**config.mk**
```make
export PLATFORM = sky130hd
export DESIGN_NAME = uart_cmd_assembler_flat
export DESIGN_NICKNAME = d
export VERILOG_FILES = /design/src/rtl/uart_cmd_assembler_if.sv /design/src/rtl/uart_cmd_assembler.sv /design/src/flat_wrapper.sv
export SDC_FILE = /design/constraint.sdc
export NUM_CORES = 1
export LEC_CHECK = 0
export BUFFER_PORTS_ARGS = -buffer_cell sky130_fd_sc_hd__clkbuf_2
export CORE_ASPECT_RATIO = 1.4
export CORE_MARGIN = 4
export CORE_UTILIZATION = 44
export CTS_BUF_LIST = sky130_fd_sc_hd__clkbuf_8
export DETAILED_ROUTE_END_ITERATION = 10
export GPL_ROUTABILITY_DRIVEN = 0
export GPL_TIMING_DRIVEN = 0
export HOLD_SLACK_MARGIN = 0.03
export PLACE_DENSITY = 0.68
export SLEW_MARGIN = 10
export SYNTH_ARGS = -nofsm -noshare
export SYNTH_HDL_FRONTEND = slang
export SYNTH_SLANG_ARGS = --single-unit
```
**constraint.sdc**
```tcl
create_clock -name clk -period 3.9 [get_ports clk]
set_clock_uncertainty 0.1 [all_clocks]
set_input_delay 0.39 -clock clk [delete_from_list [all_inputs] [get_ports clk]]
set_output_delay 0.39 -clock clk [all_outputs]
set_load 0.02 [all_outputs]
```
**src/rtl/uart_cmd_assembler_if.sv**
```systemverilog
// uart_cmd_assembler_if: byte strobe, command, read-port and status bundle.
// Modports: master = uart_rx/decoder side, slave = assembler.
interface uart_cmd_assembler_if #(
  parameter int MAX_LEN = 32
);
  localparam int LEN_W  = $clog2(MAX_LEN + 1);
  localparam int ADDR_W = $clog2(MAX_LEN);

  logic              data_ready;
  logic [7:0]        data;
  logic              cmd_valid;
  logic [LEN_W-1:0]  cmd_len;
  logic [ADDR_W-1:0] rd_addr;
  logic [7:0]        rd_data;
  logic              cmd_ack;
  logic              overflow;
  logic [7:0]        dropped_cnt;

  modport master (
    output data_ready,
    output data,
    output rd_addr,
    output cmd_ack,
    input  cmd_valid,
    input  cmd_len,
    input  rd_data,
    input  overflow,
    input  dropped_cnt
  );

  modport slave (
    input  data_ready,
    input  data,
    input  rd_addr,
    input  cmd_ack,
    output cmd_valid,
    output cmd_len,
    output rd_data,
    output overflow,
    output dropped_cnt
  );
endinterface

```
**src/rtl/uart_cmd_assembler.sv**
```systemverilog
// uart_cmd_assembler: gathers uart_rx bytes into a line buffer and holds a
// complete command for the decoder until acked.
// Ports: clk, rst (async, active-high), bus (slave modport):
//   data_ready/data in; cmd_valid/cmd_len out; rd_addr in, rd_data out
//   (registered, 1 cycle); cmd_ack in; overflow pulse; dropped_cnt.
// Build option: define UART_CMD_BACKSPACE_EN to make 8'h08/8'h7F erase
// the last collected byte instead of being stored.
module uart_cmd_assembler #(
  parameter int         MAX_LEN  = 32,
  parameter logic [7:0] EOL_CHAR = 8'h0A
) (
  input logic                  clk,
  input logic                  rst,
  uart_cmd_assembler_if.slave  bus
);
  localparam int LEN_W  = $clog2(MAX_LEN + 1);
  localparam int ADDR_W = $clog2(MAX_LEN);
  localparam logic [LEN_W-1:0] FULL = LEN_W'(MAX_LEN);
  localparam logic [LEN_W-1:0] ZERO = '0;
  localparam logic [LEN_W-1:0] ONE  = LEN_W'(1);

`ifdef UART_CMD_BACKSPACE_EN
  localparam bit BS_EN = 1'b1;
`else
  localparam bit BS_EN = 1'b0;
`endif

  typedef enum logic [1:0] {
    COLLECT,
    READY,
    DISCARD
  } state_t;

  state_t           state, state_n;
  logic [LEN_W-1:0] count, count_n;
  logic             valid_q, valid_n;
  logic [LEN_W-1:0] len_q, len_n;
  logic             ovf_q, ovf_n;
  logic [7:0]       drop_q, drop_n;
  logic             wr_en;
  logic [7:0]       rd_q;

  logic [7:0] mem [MAX_LEN];

  logic is_cr, is_eol, is_bs, is_txt;
  logic empty, full;

  assign is_cr  = bus.data == 8'h0D;
  assign is_eol = bus.data == EOL_CHAR;
  assign is_bs  = BS_EN &&
                  (bus.data == 8'h08 || bus.data == 8'h7F);
  assign is_txt = !is_cr && !is_eol && !is_bs;
  assign empty  = count == ZERO;
  assign full   = count == FULL;

  always_ff @(posedge clk or posedge rst) begin
    if (rst) begin
      state   <= COLLECT;
      count   <= '0;
      valid_q <= 1'b0;
      len_q   <= '0;
      ovf_q   <= 1'b0;
      drop_q  <= '0;
    end else begin
      state   <= state_n;
      count   <= count_n;
      valid_q <= valid_n;
      len_q   <= len_n;
      ovf_q   <= ovf_n;
      drop_q  <= drop_n;
    end
  end

  always_comb begin
    state_n = state;
    count_n = count;
    valid_n = valid_q;
    len_n   = len_q;
    ovf_n   = 1'b0;
    drop_n  = drop_q;
    wr_en   = 1'b0;
    unique case (state)
      COLLECT: begin
        if (bus.data_ready) begin
          unique case (1'b1)
            is_cr: ;
            is_eol && empty: ;
            is_eol && !empty: begin
              valid_n = 1'b1;
              len_n   = count;
              state_n = READY;
            end
            is_bs && empty: ;
            is_bs && !empty:
              count_n = count - ONE;
            is_txt && !full: begin
              wr_en   = 1'b1;
              count_n = count + ONE;
            end
            is_txt && full: begin
              ovf_n   = 1'b1;
              state_n = DISCARD;
            end
            default: ;
          endcase
        end
      end
      DISCARD: begin
        if (bus.data_ready && is_eol) begin
          count_n = '0;
          state_n = COLLECT;
        end
      end
      READY: begin
        // Bytes arriving while a command is held are lost but counted.
        if (bus.data_ready && drop_q != 8'hFF)
          drop_n = drop_q + 8'd1;
        if (bus.cmd_ack) begin
          valid_n = 1'b0;
          len_n   = '0;
          count_n = '0;
          state_n = COLLECT;
        end
      end
      default: state_n = COLLECT;
    endcase
  end

  always_ff @(posedge clk) begin
    if (wr_en)
      mem[count[ADDR_W-1:0]] <= bus.data;
  end

  always_ff @(posedge clk or posedge rst) begin
    if (rst)
      rd_q <= '0;
    else
      rd_q <= mem[bus.rd_addr];
  end

  assign bus.cmd_valid   = valid_q;
  assign bus.cmd_len     = len_q;
  assign bus.overflow    = ovf_q;
  assign bus.dropped_cnt = drop_q;
  assign bus.rd_data     = rd_q;
endmodule

```
**src/flat_wrapper.sv**
```systemverilog
// flat-port wrapper written by rule: the top's interface ports become plain ports
module uart_cmd_assembler_flat 
#(
  parameter int         MAX_LEN  = 32,
  parameter logic [7:0] EOL_CHAR = 8'h0A
)
  (clk, rst, bus_data_ready, bus_data, bus_rd_addr, bus_cmd_ack, bus_cmd_valid, bus_cmd_len, bus_rd_data, bus_overflow, bus_dropped_cnt);
  uart_cmd_assembler_if #(.MAX_LEN(MAX_LEN)) bus_i ();
  input logic clk;
  input logic rst;
  input wire logic [$bits(bus_i.data_ready)-1:0] bus_data_ready;
  input wire logic [$bits(bus_i.data)-1:0] bus_data;
  input wire logic [$bits(bus_i.rd_addr)-1:0] bus_rd_addr;
  input wire logic [$bits(bus_i.cmd_ack)-1:0] bus_cmd_ack;
  output wire logic [$bits(bus_i.cmd_valid)-1:0] bus_cmd_valid;
  output wire logic [$bits(bus_i.cmd_len)-1:0] bus_cmd_len;
  output wire logic [$bits(bus_i.rd_data)-1:0] bus_rd_data;
  output wire logic [$bits(bus_i.overflow)-1:0] bus_overflow;
  output wire logic [$bits(bus_i.dropped_cnt)-1:0] bus_dropped_cnt;
  assign bus_i.data_ready = bus_data_ready;
  assign bus_i.data = bus_data;
  assign bus_i.rd_addr = bus_rd_addr;
  assign bus_i.cmd_ack = bus_cmd_ack;
  assign bus_cmd_valid = bus_i.cmd_valid;
  assign bus_cmd_len = bus_i.cmd_len;
  assign bus_rd_data = bus_i.rd_data;
  assign bus_overflow = bus_i.overflow;
  assign bus_dropped_cnt = bus_i.dropped_cnt;
  uart_cmd_assembler #(.MAX_LEN(MAX_LEN), .EOL_CHAR(EOL_CHAR)) u_core (.clk(clk), .rst(rst), .bus(bus_i));
endmodule
```
==> summary.md <==
| Metric | Value |
|---|---|
| Lkg Pwr | `4.28 nW` |
| Status | `complete, no violations` |
| Critical Path RT | `about 4.0 ns` |
| Sequential fraction of the synthesis area | `74.1%` |
| Setup violators final | `0` |
| Critical Path AT | `3.15 ns` |
| Initial antenna violation count | `0` |
| Root buffer cell | `clkbuf_8` |
| Nets | `704` |
| Setup TNS | `0 ns` |
| Worst Reg-to-Reg Cells | `6` |
| Synth Area per Inst | `19.1 um^2` |
| CP Cell Sequence | `inv_1 > ha_1 > and2_1 > a21oi_1 > nand3_1 > nor2_1` |
| Antenna diode count | `0` |
| Hold Crit Start | `bus_data_ready` |
| Clk_lat worst skew | `0.55 ns` |
| Fraction of layout instances using a drive strength above 1 | `between 20% and 30%` |
| CP max stage delay | `0.87 ns` |
| TritonCTS Buffers | `42` |
| Netlist cell types | `55` |
| Die ar. | `28700 um^2` |
| Slowest CP cell | `nor2_1` |
| Crit path time final | `3.08 ns` |
| DR WL/cell | `roughly 24 um` |
| Hpwl dp | `15900 um` |
| Vias per cell | `5.82` |
| WL final | `24300 um` |
| Max cap viols | `0` |
| GR Overflow Total | `0` |
| Area Overhead vs Synth | `12.4%` |
| Most common cell after layout, fill and taps aside | `edfxtp_1` |
| PwrDens | `548 nW/um^2` |
| Num rows | `69` |
| Via count | `5984` |
| CP startpoint | `u_core.count[0]` |
| Slew HR | `between 30% and 40%` |
| Yosys reg bits | `288` |
| Worst Setup End Kind | `register` |
| Ys async rst share | `between 10 and 15%` |
| Cell Area, Synth | `approximately 11000 um^2` |
| PortBufs | `35` |
| Hold WS | `0.142 ns` |
| Largest net degree at the start of global routing | `36` |
| Period utilization | `between 70% and 80%` |
| Min-delay worst type | `input port to register` |
| Max Clk Rate | `0.324 GHz` |
| Starting DRT DRC Count | `574` |
| CTS H-tree lvls | `2` |
| Vias in the first global route | `6413` |
| Die Span X | `approximately 140 um` |
| Clock-pin slew on the worst setup and hold paths | `0.06 ns` |
| RSZ-0062 raised after global routing | `false` |
| Ys Warns | `0` |
| FILL cells | `2055` |
| CTS tree | `done` |
| Synth Instances | `599` |
| VDD IR max | `0.000271 V` |
| Drc violations | `0` |
| Slew Viols, Final | `0` |
| Bufs on Longest Clock Path | `3` |
| Crit-path leading delay family | `simple AND/OR/NAND/NOR gates` |
| EDFF count, synth | `256` |
| Antenna-violating nets left | `0` |
| Reg2reg start | `u_core.count[0]` |
| CP Max Fanout | `8` |
| Hold Path Depth | `3` |
| Die H | `199 um` |
| First-pass GRT wire length | `37300 um` |
| Initial Util | `44.8%` |
| CTS Sinks | `288` |
| Fin. Hold Viols | `0` |
| Crit path kind | `register to register` |
| IO Count | `41` |
| Post-Synthesis Net Count | `~620` |
| GR Util All Layers | `17.4%` |
| Core area | `~26000 um^2` |
| WP depth | `6` |
| Pre-antenna DRT Iters | `5` |
| Primary FF master, synth | `edfxtp_1` |
| Critical Path Start Type | `register` |
| Most frequent cells in the layout | `256 x edfxtp_1, 64 x mux4_2, 47 x clkbuf_8, 40 x nor2_1, 35 x clkbuf_2` |
| Buf/Inv on CP | `1` |
| Tightest Pin Transition | `0.898 ns` |
[kinds of logic after synthesis]
| family | synth area share [%] |
|---|---|
| compound gates | 3.96 |
| xor+xnor | 0.535 |
| fa+ha+maj | 0.874 |
| buf+inv | 1.63 |
| flops | 74.1 |
| mux | 12.9 |
| simple gates | 5.99 |
[stage by stage]
step | total power [mW] | setup WS (ns) | std cells | utilization, % | area (um^2)
6_report | 7.05 | 0.817 | 1029 | 50.4 | 12900
5_1_grt | 7.35 | 0.657 | 1029 | 50.4 | 12900
4_1_cts | 7.11 | 0.850 | 1028 | 50.3 | 12900
3_5_place_dp | 4.73 | 0.274 | 953 | 47.1 | 12000
3_3_place_gp | 4.68 | 0.392 | 953 | 47.1 | 12000
2_1_floorplan | 4.37 | 1.55 | 599 | - | 11500
[worst register-to-register path: stages, from the launching register on]
cell,delay [ns]
dfrtp_1,0.47
inv_1,0.11
ha_1,0.24
and2_1,0.16
a21oi_1,0.28
nand3_1,0.48
nor2_1,0.87
[synth_stat cells, drive strengths merged (2+ instances only)]
library cell / count / area share (%)
or2: 2 / 0.11
a32oi: 2 / 0.15
a21oi: 4 / 0.17
nor2: 40 / 1.3
clkbuf: 16 / 0.52
inv: 13 / 0.43
o211ai: 4 / 0.26
o22ai: 34 / 1.9
nor3: 2 / 0.087
or3b: 4 / 0.31
nor4: 8 / 0.44
and3: 4 / 0.24
buf: 14 / 0.68
nand3: 9 / 0.39
dfrtp: 32 / 7.0
o221ai: 5 / 0.38
nand4: 3 / 0.16
nor4b: 2 / 0.15
or4: 2 / 0.16
ha: 8 / 0.87
and2: 2 / 0.11
or3: 6 / 0.37
o2111a: 2 / 0.21
edfxtp: 256 / 67
nor2b: 2 / 0.11
nand3b: 8 / 0.52
xnor2: 6 / 0.46
o41ai: 4 / 0.31
nand4b: 5 / 0.38
mux2: 2 / 0.23
mux4: 64 / 13
nand2: 9 / 0.29
nor3b: 2 / 0.13
nand2b: 10 / 0.55
[flip-flops by register name, summed over array words and instances (netlist names)]
name,count
u_core.state,2
u_core.bus.dropped_cnt,8
u_core.bus.rd_data,8
u_core.bus.cmd_len,6
u_core.mem,256
u_core.bus.overflow,1
u_core.bus.cmd_valid,1
u_core.count,6
[metal layers]
layer | up-vias | global-route usage (%) | routed length [um]
met3 | 55 | 3.05 | 1430
li1 | 2630 | - | -
met5 | - | 0 | 0
met2 | 242 | 30.3 | 12800
met1 | 3057 | 21.5 | 9260
met4 | 0 | 6.81 | 832
[what timing repair did]
item,4_1_cts,5_1_grt
endpoints found under the setup margin,0,0
setup buffers,0,0
endpoints found under the hold margin,0,32
hold buffers,0,1
resized for setup,0,0
[where the power goes]
group | internal, mW | switching [mW] | total (mW)
clock | 1.30 | 1.08 | 2.38
sequential | 3.58 | 0.0999 | 3.68
combinational | 0.351 | 0.635 | 0.986
total | 5.23 | 1.82 | 7.05
[worst paths after layout]
check,end,slack [ns]
max in group asynchronous,u_core.bus.dropped_cnt[0],2.83
worst max register to register,u_core.mem[21][4],0.82
worst min-delay path,u_core.bus.overflow,0.14
worst min register to register,u_core.bus.dropped_cnt[6],0.41
min in group asynchronous,u_core.bus.cmd_len[0],0.39
worst max-delay path,u_core.mem[21][4],0.82
[cell type report]
cell class              instances  area [um^2]  share of cell area (%)
flip-flops and latches        288         8490                    65.9
multi-input cells             268         2780                    21.6
clock buffers                  47          647                    5.03
well taps                     319          399                    3.10
clock inverters                28          188                    1.46
repair buffers                 36          185                    1.44
plain buffers                  30          138                    1.07
inverters                      13         48.8                   0.379
Power figures use the tool's default switching activity.
